===== config.mk =====
export PLATFORM = sky130hd
export DESIGN_NAME = usb_dfu_page_sequencer
export DESIGN_NICKNAME = d
export VERILOG_FILES = /design/src/rtl/usb_dfu_page_sequencer.sv
export SDC_FILE = /design/constraint.sdc
export NUM_CORES = 1
export LEC_CHECK = 0
export ABC_AREA = 1
export BUFFER_PORTS_ARGS = -buffer_cell sky130_fd_sc_hd__clkbuf_2
export CAP_MARGIN = 20
export CORE_ASPECT_RATIO = 1.2
export CORE_UTILIZATION = 47
export CTS_CLUSTER_SIZE = 8
export DETAILED_ROUTE_END_ITERATION = 10
export PLACE_DENSITY = 0.77
export SLEW_MARGIN = 10
export SYNTH_ARGS = -nofsm -noshare
export SYNTH_HDL_FRONTEND = slang
export SYNTH_SLANG_ARGS = --single-unit

===== constraint.sdc =====
create_clock -name clk -period 4.2 [get_ports clk]
set_clock_uncertainty 0.15 [all_clocks]
set_input_delay 0 -clock clk [delete_from_list [all_inputs] [get_ports clk]]
set_output_delay 0 -clock clk [all_outputs]
set_load 0.005 [all_outputs]

===== src/rtl/usb_dfu_page_sequencer.sv =====
// usb_dfu_page_sequencer
//
// Maps each DFU_DNLOAD / DFU_UPLOAD block onto one single-page transaction of
// usb_spiflash_bridge. The block number is range-checked against the image
// window. Bytes pass straight between the USB endpoint FIFOs and the bridge.
// busy/done/error are reported back to the DFU state machine.
//
// Ports:
//   clk, reset                  clock, asynchronous active-high reset
//   dnload_start, upload_start  one-cycle block start pulses (download wins)
//   block_num, block_len        wBlockNum / wLength, sampled on a start
//   out_data_avail/out_data/out_data_get   OUT endpoint FIFO (download bytes)
//   in_data_free/in_data_put/in_data       IN endpoint FIFO (upload bytes)
//   busy, done, error           status to the DFU state machine
//   address                     flash page to the bridge
//   rd_request, rd_data_free, rd_data_put, rd_data     bridge read side
//   wr_request, wr_busy, wr_data_avail, wr_data_get, wr_data   bridge write side
module usb_dfu_page_sequencer #(
  parameter int          PAGE_SIZE = 256,
  parameter logic [15:0] BASE_PAGE = 16'h0000,
  parameter logic [15:0] LAST_PAGE = 16'hFFFF
) (
  input  logic        clk,
  input  logic        reset,
  input  logic        dnload_start,
  input  logic        upload_start,
  input  logic [15:0] block_num,
  input  logic [15:0] block_len,
  input  logic        out_data_avail,
  input  logic [7:0]  out_data,
  output logic        out_data_get,
  input  logic        in_data_free,
  output logic        in_data_put,
  output logic [7:0]  in_data,
  output logic        busy,
  output logic        done,
  output logic        error,
  output logic [15:0] address,
  output logic        rd_request,
  output logic        rd_data_free,
  input  logic        rd_data_put,
  input  logic [7:0]  rd_data,
  output logic        wr_request,
  input  logic        wr_busy,
  output logic        wr_data_avail,
  input  logic        wr_data_get,
  output logic [7:0]  wr_data
);

  localparam logic [2:0] S_IDLE      = 3'd0;
  localparam logic [2:0] S_WR_FILL   = 3'd1;
  localparam logic [2:0] S_WR_WAIT   = 3'd2;
  localparam logic [2:0] S_RD_STREAM = 3'd3;
  localparam logic [2:0] S_RD_END    = 3'd4;
  localparam logic [2:0] S_DONE      = 3'd5;

  logic [2:0]  state;
  logic [15:0] remaining;
  logic        seen_busy;

  logic [16:0] page_sum;
  logic        out_of_range;
  logic        too_long;
  logic        rem_nz;
  logic        in_wr_fill;
  logic        in_rd_stream;
  logic        wr_take;
  logic        rd_take;

  // 17-bit sum so a carry out of 16 bits also counts as out of range.
  assign page_sum     = {1'b0, BASE_PAGE} + {1'b0, block_num};
  assign out_of_range = page_sum > {1'b0, LAST_PAGE};
  assign too_long     = {16'd0, block_len} > 32'(PAGE_SIZE);

  assign rem_nz       = remaining != 16'd0;
  assign in_wr_fill   = state == S_WR_FILL;
  assign in_rd_stream = state == S_RD_STREAM;

  // Zero-latency pass-throughs, gated by state so everything idles at 0.
  assign wr_request    = in_wr_fill;
  assign wr_data_avail = in_wr_fill && out_data_avail && rem_nz;
  assign wr_data       = in_wr_fill ? out_data : 8'd0;
  assign out_data_get  = in_wr_fill && wr_data_get;

  // rd_data_free uses the registered count so it is already low the cycle
  // after the final put and the bridge cannot launch an extra byte.
  assign rd_request    = in_rd_stream;
  assign rd_data_free  = in_rd_stream && in_data_free && rem_nz;
  assign in_data_put   = in_rd_stream && rd_data_put;
  assign in_data       = in_rd_stream ? rd_data : 8'd0;

  assign busy = state != S_IDLE;
  assign done = state == S_DONE;

  assign wr_take = in_wr_fill && wr_data_get && rem_nz;
  assign rd_take = in_rd_stream && rd_data_put && rem_nz;

  always_ff @(posedge clk or posedge reset) begin
    if (reset) begin
      state     <= S_IDLE;
      remaining <= 16'd0;
      seen_busy <= 1'b0;
      address   <= 16'd0;
      error     <= 1'b0;
    end else begin
      case (state)
        S_IDLE: begin
          if (dnload_start || upload_start) begin
            address   <= page_sum[15:0];
            remaining <= block_len;
            seen_busy <= 1'b0;
            if (too_long || out_of_range) begin
              error <= 1'b1;
              state <= S_DONE;
            end else begin
              error <= 1'b0;
              if (block_len == 16'd0)
                state <= S_DONE;
              else if (dnload_start)
                state <= S_WR_FILL;
              else
                state <= S_RD_STREAM;
            end
          end
        end
        S_WR_FILL: begin
          if (wr_busy)
            seen_busy <= 1'b1;
          // Leaving on the last get drops wr_request on the following cycle.
          if (wr_take) begin
            remaining <= remaining - 16'd1;
            if (remaining == 16'd1)
              state <= S_WR_WAIT;
          end
        end
        S_WR_WAIT: begin
          // Busy must be seen before its fall counts as completion, so a
          // bridge slow to start erasing is not mistaken for finished.
          if (wr_busy)
            seen_busy <= 1'b1;
          else if (seen_busy)
            state <= S_DONE;
        end
        S_RD_STREAM: begin
          if (rd_take) begin
            remaining <= remaining - 16'd1;
            if (remaining == 16'd1)
              state <= S_RD_END;
          end
        end
        S_RD_END: state <= S_DONE;
        S_DONE:   state <= S_IDLE;
        default:  state <= S_IDLE;
      endcase
    end
  end

endmodule


After elaboration in Yosys (flattened, before gate mapping)
Index checks and enable logic that the tools add are counted.
Cells by class
  add/sub/neg operators: 1
  multipliers: 0
  divide/modulo/power cells: 0
  order comparisons: 2
  equality and inequality tests: 14
  shifts and indexed selects: 0
  muxes and demuxes: 21
  bitwise operators: 0
  reductions and logical operators: 21
Operator list (number)
  16-bit 2-to-1 mux: 3
  16-bit case mux with 3 select lines: 1
  3-bit 2-to-1 mux: 9
  16-bit by 1-bit equality test with 1-bit output, second input constant: 1
  16-bit > comparator, second input constant: 1
  16-bit by 9-bit > comparator with 1-bit output, second input constant: 1
  16-bit logical NOT: 1
  8-bit 2-to-1 mux: 2
  16-bit nonzero test: 1
  16-bit by 1-bit subtractor with 16-bit output, second input constant: 1
  3-bit case mux with 5 select lines: 1
  2-bit by 1-bit != test with 1-bit output, second input constant: 5
  1-bit logical AND: 8
  7-bit AND reduction: 1
  3-bit by 2-bit equality test with 1-bit output, second input constant: 2
  3-bit equality test, second input constant: 2
  2-bit != test, second input constant: 3
  3-bit nonzero test: 2
  4-bit AND reduction: 1
  3-bit by 1-bit equality test with 1-bit output, second input constant: 1
  3-bit logical NOT: 1
  1-bit 2-to-1 mux: 3
  3-bit AND reduction: 1
  1-bit logical OR: 2
  5 further kinds: 5
Word-level totals
  flip-flop bits (word level): 37
  latch bits: 0
  RAM bits: 0
  ROM bits: 0
  input port bits: 57
  output and inout bits: 41
  word-level logic and storage cells: 64
  memories: 0

Longest topological paths before layout
Gate-level depths: netlist (run 1).
  depth after elaboration: 5
  mapped depth: 12
  mapped depth without buffers: 11

Worst setup path after synthesis (run 1)
OpenSTA, ideal clock, no wires.
  path type: register -> register
  start: register remaining[0]
  end: register remaining[11]
  arrival: 1.415 ns
  setup slack: 2.519 ns
  cell stages (with the launch flop): 13
  period minus slack after synthesis: 1.681 ns
  cells stage by stage: dfrtp_1 -> inv_1 -> ha_1 -> nand2_1 -> nor2_1 -> nand2_2 -> nand2_1 -> nand2_4 -> nand2_4 -> nor2_4 -> buf_6 -> nand2_1 -> nand2_1
Between the ends
  longest elaborated chain between the ends: 4
  elaborated cells on any way between the ends: 10
Ends and longest elaborated chain
  start, declared: line 58  | logic [15:0] remaining;
  start signal, assigned: line 110  | remaining <= block_len;
  start signal, assigned: line 131  | remaining <= remaining - 16'd1;
  start signal, assigned: line 146  | remaining <= remaining - 16'd1;
  branches (longest 4 deep; another with 16-bit by 1-bit subtractor with 16-bit output)
Several ways; the timed one is not identified. The select of a mux whose other input is x is not followed.
A chain may end at the register's enable or synchronous reset.

Worst setup path after layout (run 1)
  start: register state[2]
  end: register remaining[1]
Between the ends
  longest elaborated chain between the ends: 5
  elaborated cells on any way between the ends: 13
Ends and longest elaborated chain
  start, declared: line 57  | logic [2:0] state;
  start signal, assigned: line 100  | state <= S_IDLE;
  start signal, assigned: line 114  | state <= S_DONE;
  start signal, assigned: line 118  | state <= S_DONE;
  3-bit by 2-bit equality test with 1-bit output or 3-bit by 1-bit equality test with 1-bit output (tied branches): line 77, 106, 76
  1-bit logical AND, on equally long branches (2 in a row): line 96, 95
  2-bit by 1-bit != test with 1-bit output (no source line)
  4-bit AND reduction (no source line)
Several ways; a longest one is shown, not always the timed one.

==> reports/metrics.yaml, run 1 <==
fin_crit_ns: 2.42
powerDensity_nw_per_um2: 677
critPathArrivalTime_ns: 2.47
synth_top_cells_by_count: "nand2_1, nor2_1, inv_1"
grt_pass1_wl_mm: 11.6
syn_to_final_growth_pct: 39.9
pwr-share-seq_pct: 29.7
internal_power_w: 0.00126
r2r_setup_slack_ns: 1.78
reg2reg_to: "remaining[1]"
synthesis.instances: 390
final-max-slew-violation-count: 0
endpoint_kind: "flip-flop"
cts_buffers: 5
routed_wl_mm: 7.02
grt_usage_pct: 25.5
final_layout_size_suffix_gt1_share_pct: 27.0
synth_most_common_cell: "nand2_1"
gp_routability_congestion: 0.843
core_sq_um: 5080
max_freq_mhz: 413
drc: 0
dieArea_sq_um: 5700
ys_async_sr_fraction_pct: 100
status: "complete, no violations"
r2r-start: "state[2]"
wire_per_inst_um: 12.0
vias_per_cell: 4.88
drt_first_pass_iters: 4
reg2reg_depth: 7
clk-insertion-delay-late_ns: 0.30
hold_path_class: "input pin to flip-flop"
io_buffers: 97
hold_violations: 0
clock_sink_count: 37
cts_resized: 0
setup_tns_ns: 0
leakagePower_nw: 2.05
worst_slew_pin_slew_ns: 0.740
finalCritPeriodShare_pct: 57.6
drt_iter0_drc: 132
cp-start-kind: "flip-flop"
critical_path.max_fanout: 21
dp_hpwl_mm: 4.61
comb_power_share_pct: 54.6
clockBufferDepth: 2
synth_edf_count: 0
syn_area_per_cell_sq_um: 6.51
finalSetupViolations: 0
synth_top_area_share_pct: 36.5
maxSlewHeadroom_pct: 50.6
cts_root_buf: "clkbuf_8"
cts_tree: "done"
via_count: 2857
cp-endpoint: "remaining[1]"
overflow: 0
yosys_warnings: 0
ios: 98
rsz0062_at_grt: "false"
ir_drop_uv: 401
fin_util_pct: 69.9
clk_pin_slew_ns: 0.08
power_switching_w: 0.00114
critical_path_class: "flip-flop to flip-flop"
grt_max_degree: 38
required_ns: 4.25
synth_flop_cell: "dfrtp_1"
nets: 584
power_frac_clock_pct: 15.7
fillers: 405
die_height_um: 82.5
rows: 28
ys_ff_latch: 37
htreeDepth: 2
diodes: 0
syn-cell-area_sq_um: 2540
syn_nets: 450
sw_frac_of_total_pct: 47.4
yosysUniqueCellTypes: 27
drv_cap: 0
first_global_vias: 2694
synth_area_leaders: "dfrtp_1, nand2_1, nor2_1"
initial_core_util_pct: 50.0
ys_seq_area_share_pct: 36.5
cp-startpoint: "state[2]"
synth_largest_area_cell: "dfrtp_1"
die_x_um: 69.1
ant_nets: 0
antenna_found_initial: 0
state kept, by name, summed over array words and instances, names as in the netlist:
name and flops:
state 3, remaining 16, error 1, address 16
seen_busy 1
power by group through the flow:
stage	sequential, W	clock [W]	combinational (W)
after CTS	0.000709	0.000381	0.00131
after floorplan	0.000687	0	0.000976
after global placement	0.000709	0	0.00123
final	0.000713	0.000377	0.00131
after detailed placement	0.000710	0	0.00126
after global routing	0.000739	0.000396	0.00150
cell usage in the layout (no fill, tap or decap):
cell,n
nand2_1,151
clkbuf_2,97
nor2_1,60
inv_1,39
dfrtp_1,37
dlygate4sd3_1,37
nand3_1,17
o21ai_0,15
nand2_2,13
a21oi_1,8
nand4_1,7
inv_2,5
nor2_2,5
nand2_4,5
clkbuf_8,5
nor2_4,4
ha_1,3
inv_4,2
nand3b_1,2
nor3_1,2
a31oi_1,2
bufinv_16,2
o21ai_4,1
nand3_4,1
clkinv_1,1
o22ai_1,1
o21bai_1,1
clkinv_2,1
buf_4,1
worst min path at each step:
stage	cells after the start	endpoint	slack, ns	from
floorplan	2	in_data[0]	-0.08	rd_data[0]
global placement	3	remaining[12]	-0.03	reset
detailed placement	3	remaining[15]	-0.03	reset
CTS	5	remaining[2]	0.004	rd_data_put
global route	5	remaining[2]	0.02	rd_data_put
finish	5	remaining[2]	0.003	rd_data_put
cell families after synthesis:
| logic type | synth area share (%) |
|---|---|
| AOI/OAI and AO/OA | 6.21 |
| adders and majority gates | 1.48 |
| buffers and inverters | 9.51 |
| DFF | 36.5 |
| and+or+nand+nor | 46.4 |
worst max-delay path, cell delays in order, from the launching register on:
cell and delay, ns:
dfrtp_1 0.48, nor2_4 0.49, inv_4 0.21, nor2_4 0.18, nand2_4 0.11, nand4_1 0.10, dlygate4sd3_1 0.55, nand2_1 0.05
final cells by class:
cell class,count,area (sq um),area share (%)
Clock buffer,5,68.8,1.94
Clock inverter,3,65.1,1.83
Inverter,47,181,5.11
Multi-Input combinational cell,298,1370,38.6
Sequential cell,37,926,26.1
Tap cell,60,75.1,2.11
Timing Repair Buffer,135,863,24.3
timing repair:
| item | in CTS | in global routing |
|---|---|---|
| endpoints found under the hold margin | 71 | 0 |
| buffers inserted | 0 | 0 |
| hold buffers | 37 | 0 |
through the flow:
stage	std cells	setup WS, ns	total power [W]	cell area (sq um)	hold slack (ns)
floorplan	390	2.52	0.00166	2540	-0.0793
global placement	540	2.17	0.00194	3050	-0.0348
detailed placement	540	2.12	0.00197	3050	-0.0263
CTS	585	1.79	0.00240	3550	0.00405
global route	585	1.61	0.00264	3550	0.0177
finish	585	1.78	0.00240	3550	0.00348
metal layers:
metal  wire [um]  part of all wire, %  global-route usage [%]  up-vias
met1        2880                   41                    28.2     1294
met3         379                  5.4                    4.85       12
met4         116                  1.7                    9.59        0
met5           0                    0                       0        -
li1            -                    -                       -     1464
met2        3640                   52                    48.7       87
No activity file was read; power rests on OpenSTA's default activity.
==> run 2, diff against run 1 <==
--- a/config.mk
+++ b/config.mk
@@ -5,14 +5,14 @@
 export SDC_FILE = /design/constraint.sdc
 export NUM_CORES = 1
 export LEC_CHECK = 0
-export ABC_AREA = 1
+export ABC_AREA = 0
 export BUFFER_PORTS_ARGS = -buffer_cell sky130_fd_sc_hd__clkbuf_2
 export CAP_MARGIN = 20
 export CORE_ASPECT_RATIO = 1.2
 export CORE_UTILIZATION = 47
 export CTS_CLUSTER_SIZE = 8
 export DETAILED_ROUTE_END_ITERATION = 10
-export PLACE_DENSITY = 0.77
+export PLACE_DENSITY = 0.8
 export SLEW_MARGIN = 10
 export SYNTH_ARGS = -nofsm -noshare
 export SYNTH_HDL_FRONTEND = slang
==> constraint.sdc (replaced) <==
create_clock -name clk -period 2.3 [get_ports clk]
set_clock_uncertainty 0.15 [all_clocks]
set_input_delay 0 -clock clk [delete_from_list [all_inputs] [get_ports clk]]
set_output_delay 0 -clock clk [all_outputs]
set_load 0.005 [all_outputs]
==> run 2 against run 1 <==
  * Die area fell by 15%
  * Design area fell by 7.7%
  * Area after synthesis fell by 15%
  * Setup slack got worse by 1.7 ns
  * Cell count fell by 25%
  * Via count fell by 15%
  * Critical path depth fell by 3
  * Combinational power rose by 72%
  * Clock power rose by 61%
  * Wire length fell by 3.7%
  * Critical path type unchanged
  * Critical endpoint is now state[1]
==> reports/metrics.yaml, run 2 <==
die_x_um: 63.8  # -7.7%
dp_hpwl_mm: 4.45  # -3.4%
overflow: 0  # unchanged
synth_edf_count: 0  # unchanged
critical_path.max_fanout: 4  # -81%
grt_max_degree: 38  # unchanged
nets: 439  # -25%
diodes: 0  # unchanged
gp_routability_congestion: 0.814  # -3.5%
ios: 98  # unchanged
synthesis.instances: 236  # -39%
synth_flop_cell: "dfrtp_1"
final_common_cell: "clkbuf_2"
grt_pass1_wl_mm: 11.3  # -2.3%
cts_tree: "done"
syn_to_final_growth_pct: 52.1
ant_nets: 0  # unchanged
die_height_um: 76.2  # -7.7%
wire_per_inst_um: 15.5  # +29%
hold_violations: 0  # unchanged
max_freq_mhz: 452  # +9.4%
fin_crit_ns: 2.21  # -0.207 ns
vias_per_cell: 5.56  # +14%
design_area_sq_um: 3280  # -7.7%
worst_slew_pin_slew_ns: 0.542  # -0.198 ns
endpoint_kind: "flip-flop"
antenna_found_initial: 0  # unchanged
routed_wl_mm: 6.76  # -3.7%
htreeDepth: 2  # unchanged
synth_top_area_share_pct: 43.0  # +6.5 points
syn-cell-area_sq_um: 2150  # -15%
cts_resized: 0  # unchanged
syn_area_per_cell_sq_um: 9.13  # +40%
yosysUniqueCellTypes: 41  # +52%
initial_core_util_pct: 49.8  # -0.20 points
powerDensity_nw_per_um2: 1250  # +85%
yosys_warnings: 0  # unchanged
maxSlewHeadroom_pct: 63.5  # +13 points
clockBufferDepth: 2  # unchanged
final_layout_size_suffix_gt1_share_pct: 39.7  # +13 points
cts_buffers: 5  # unchanged
synth_most_common_cell: "dfrtp_1"
drt_first_pass_iters: 4  # unchanged
rsz0062_at_grt: "false"
io_buffers: 97  # unchanged
postPlaceCellArea_sq_um: 2800  # -8.1%
first_global_vias: 2430  # -9.8%
ir_drop_uv: 706  # +76%
clock_sink_count: 37  # unchanged
clk-insertion-delay-late_ns: 0.30  # about the same
rows: 26  # -7.1%
finalSetupViolations: 0  # unchanged
ys_seq_area_share_pct: 43.0  # +6.5 points
syn_nets: 296  # -34%
drv_cap: 0  # unchanged
core_sq_um: 4330  # -15%
cp-start-kind: "flip-flop"
critical_path_class: "flip-flop to flip-flop"
hold_path_class: "input pin to flip-flop"
leakagePower_nw: 1.59  # -22%
synth_top_cells_by_count: "dfrtp_1, a21oi_1, mux2_2"
finalCritPeriodShare_pct: 96.3  # +39 points
final-max-slew-violation-count: 0  # unchanged
mostFrequentLayoutCells: "clkbuf_2, dfrtp_1, dlygate4sd3_1, a21oi_1, buf_4"
synth_area_leaders: "dfrtp_1, mux2_2, a21oi_1"
grt_usage_pct: 29.9  # +4.4 points
synth_largest_area_cell: "dfrtp_1"
required_ns: 2.34  # -1.91 ns
critPathArrivalTime_ns: 2.25  # -0.22 ns
largestRegisters: "address: 16 flops, remaining: 16 flops, state: 3 flops"
drt_iter0_drc: 142  # +7.6%
cts_root_buf: "clkbuf_8"
setup_tns_ns: 0  # unchanged
ys_ff_latch: 37  # unchanged
ys_async_sr_fraction_pct: 100  # unchanged
drc: 0  # unchanged
clk_pin_slew_ns: 0.08  # about the same
dieArea_sq_um: 4860  # -15%
via_count: 2425  # -15%
holdWs_ns: 0.0784  # +0.0749 ns
status: "complete, no violations"
[run 2: cell count changes after synthesis, moves of 6 or more]
cell	change
clkbuf_1	+12
nor4_1	+6
inv_1	-30
and3_1	+11
mux2_2	+17
o22ai_1	+7
a21oi_1	+22
and2_1	+11
nand3_1	-12
nand2_1	-135
nand2_2	-13
nor2_1	-50
[run 2: timing repair]
| action | 4_1_cts | 5_1_grt |
|---|---|---|
| setup buffers | 0 | 1 |
| endpoints found under the setup margin | 0 | 1 |
| hold endpoints to repair | 70 | 0 |
| hold buffers | 35 | 0 |
[run 2: area by class of cell]
type,count,area [sq um]
fill,309,1050
timing repair buffer,153,1010
multi-input combinational,173,1120
sequential,37,926
inverter,9,33.8
tap,56,70.1
clock inverter,2,37.5
clock buffer,6,82.6
[run 2: power breakdown]
part	leakage, nW	switching (W)	internal (W)
combinational	1.11	0.00116	0.00110
clock	0.0574	0.000255	0.000353
sequential	0.423	0.000263	0.000981
total	1.59	0.00167	0.00243
[run 2: final timing paths]
check | from | cells after the start | slack (ns) | end
worst min-delay path | upload_start | 5 | 0.08 | remaining[14]
max in group asynchronous | reset | 4 | 1.46 | remaining[4]
min in group asynchronous | reset | 4 | 0.20 | address[13]
worst max-delay path | remaining[7] | 4 | 0.09 | state[1]
worst min register to register | address[6] | 1 | 0.36 | address[6]
worst max register to register | remaining[7] | 4 | 0.09 | state[1]
[run 2: layer usage]
metal	GRT usage (%)	wire, um	up-vias
li1	-	-	1152
met1	32.7	2530	1176
met2	56.2	3810	83
met3	5.54	286	14
met4	10.2	136	0
met5	0	0	-
[run 2: metrics by stage]
stage,setup WS (ns),std cells,total power (W),util [%]
2_1_floorplan,0.111,236,0.00255,-
3_3_place_gp,0.105,392,0.00327,64.7
3_5_place_dp,0.0798,392,0.00337,64.7
4_1_cts,0.0692,435,0.00403,75.6
5_1_grt,0.0135,436,0.00443,75.8
6_report,0.0861,436,0.00410,75.8
[run 2: cells by family (layout without fill, tap and decap cells)]
| family | after synthesis | in the layout | share of synthesized area, % |
|---|---|---|---|
| AOI/OAI and AO/OA | 66 | 66 | 18.3 |
| adders and majority gates | 3 | 3 | 1.74 |
| buffers and inverters | 26 | 170 | 5.05 |
| DFF | 37 | 37 | 43.0 |
| muxes | 18 | 18 | 9.41 |
| and+or+nand+nor | 86 | 86 | 22.5 |
[run 2: critical path, cell delays in order, from the launching register on]
cell     delay [ns]
dfrtp_1        0.40
or4_4          0.55
or4_1          0.53
and2_4         0.18
mux2_1         0.30
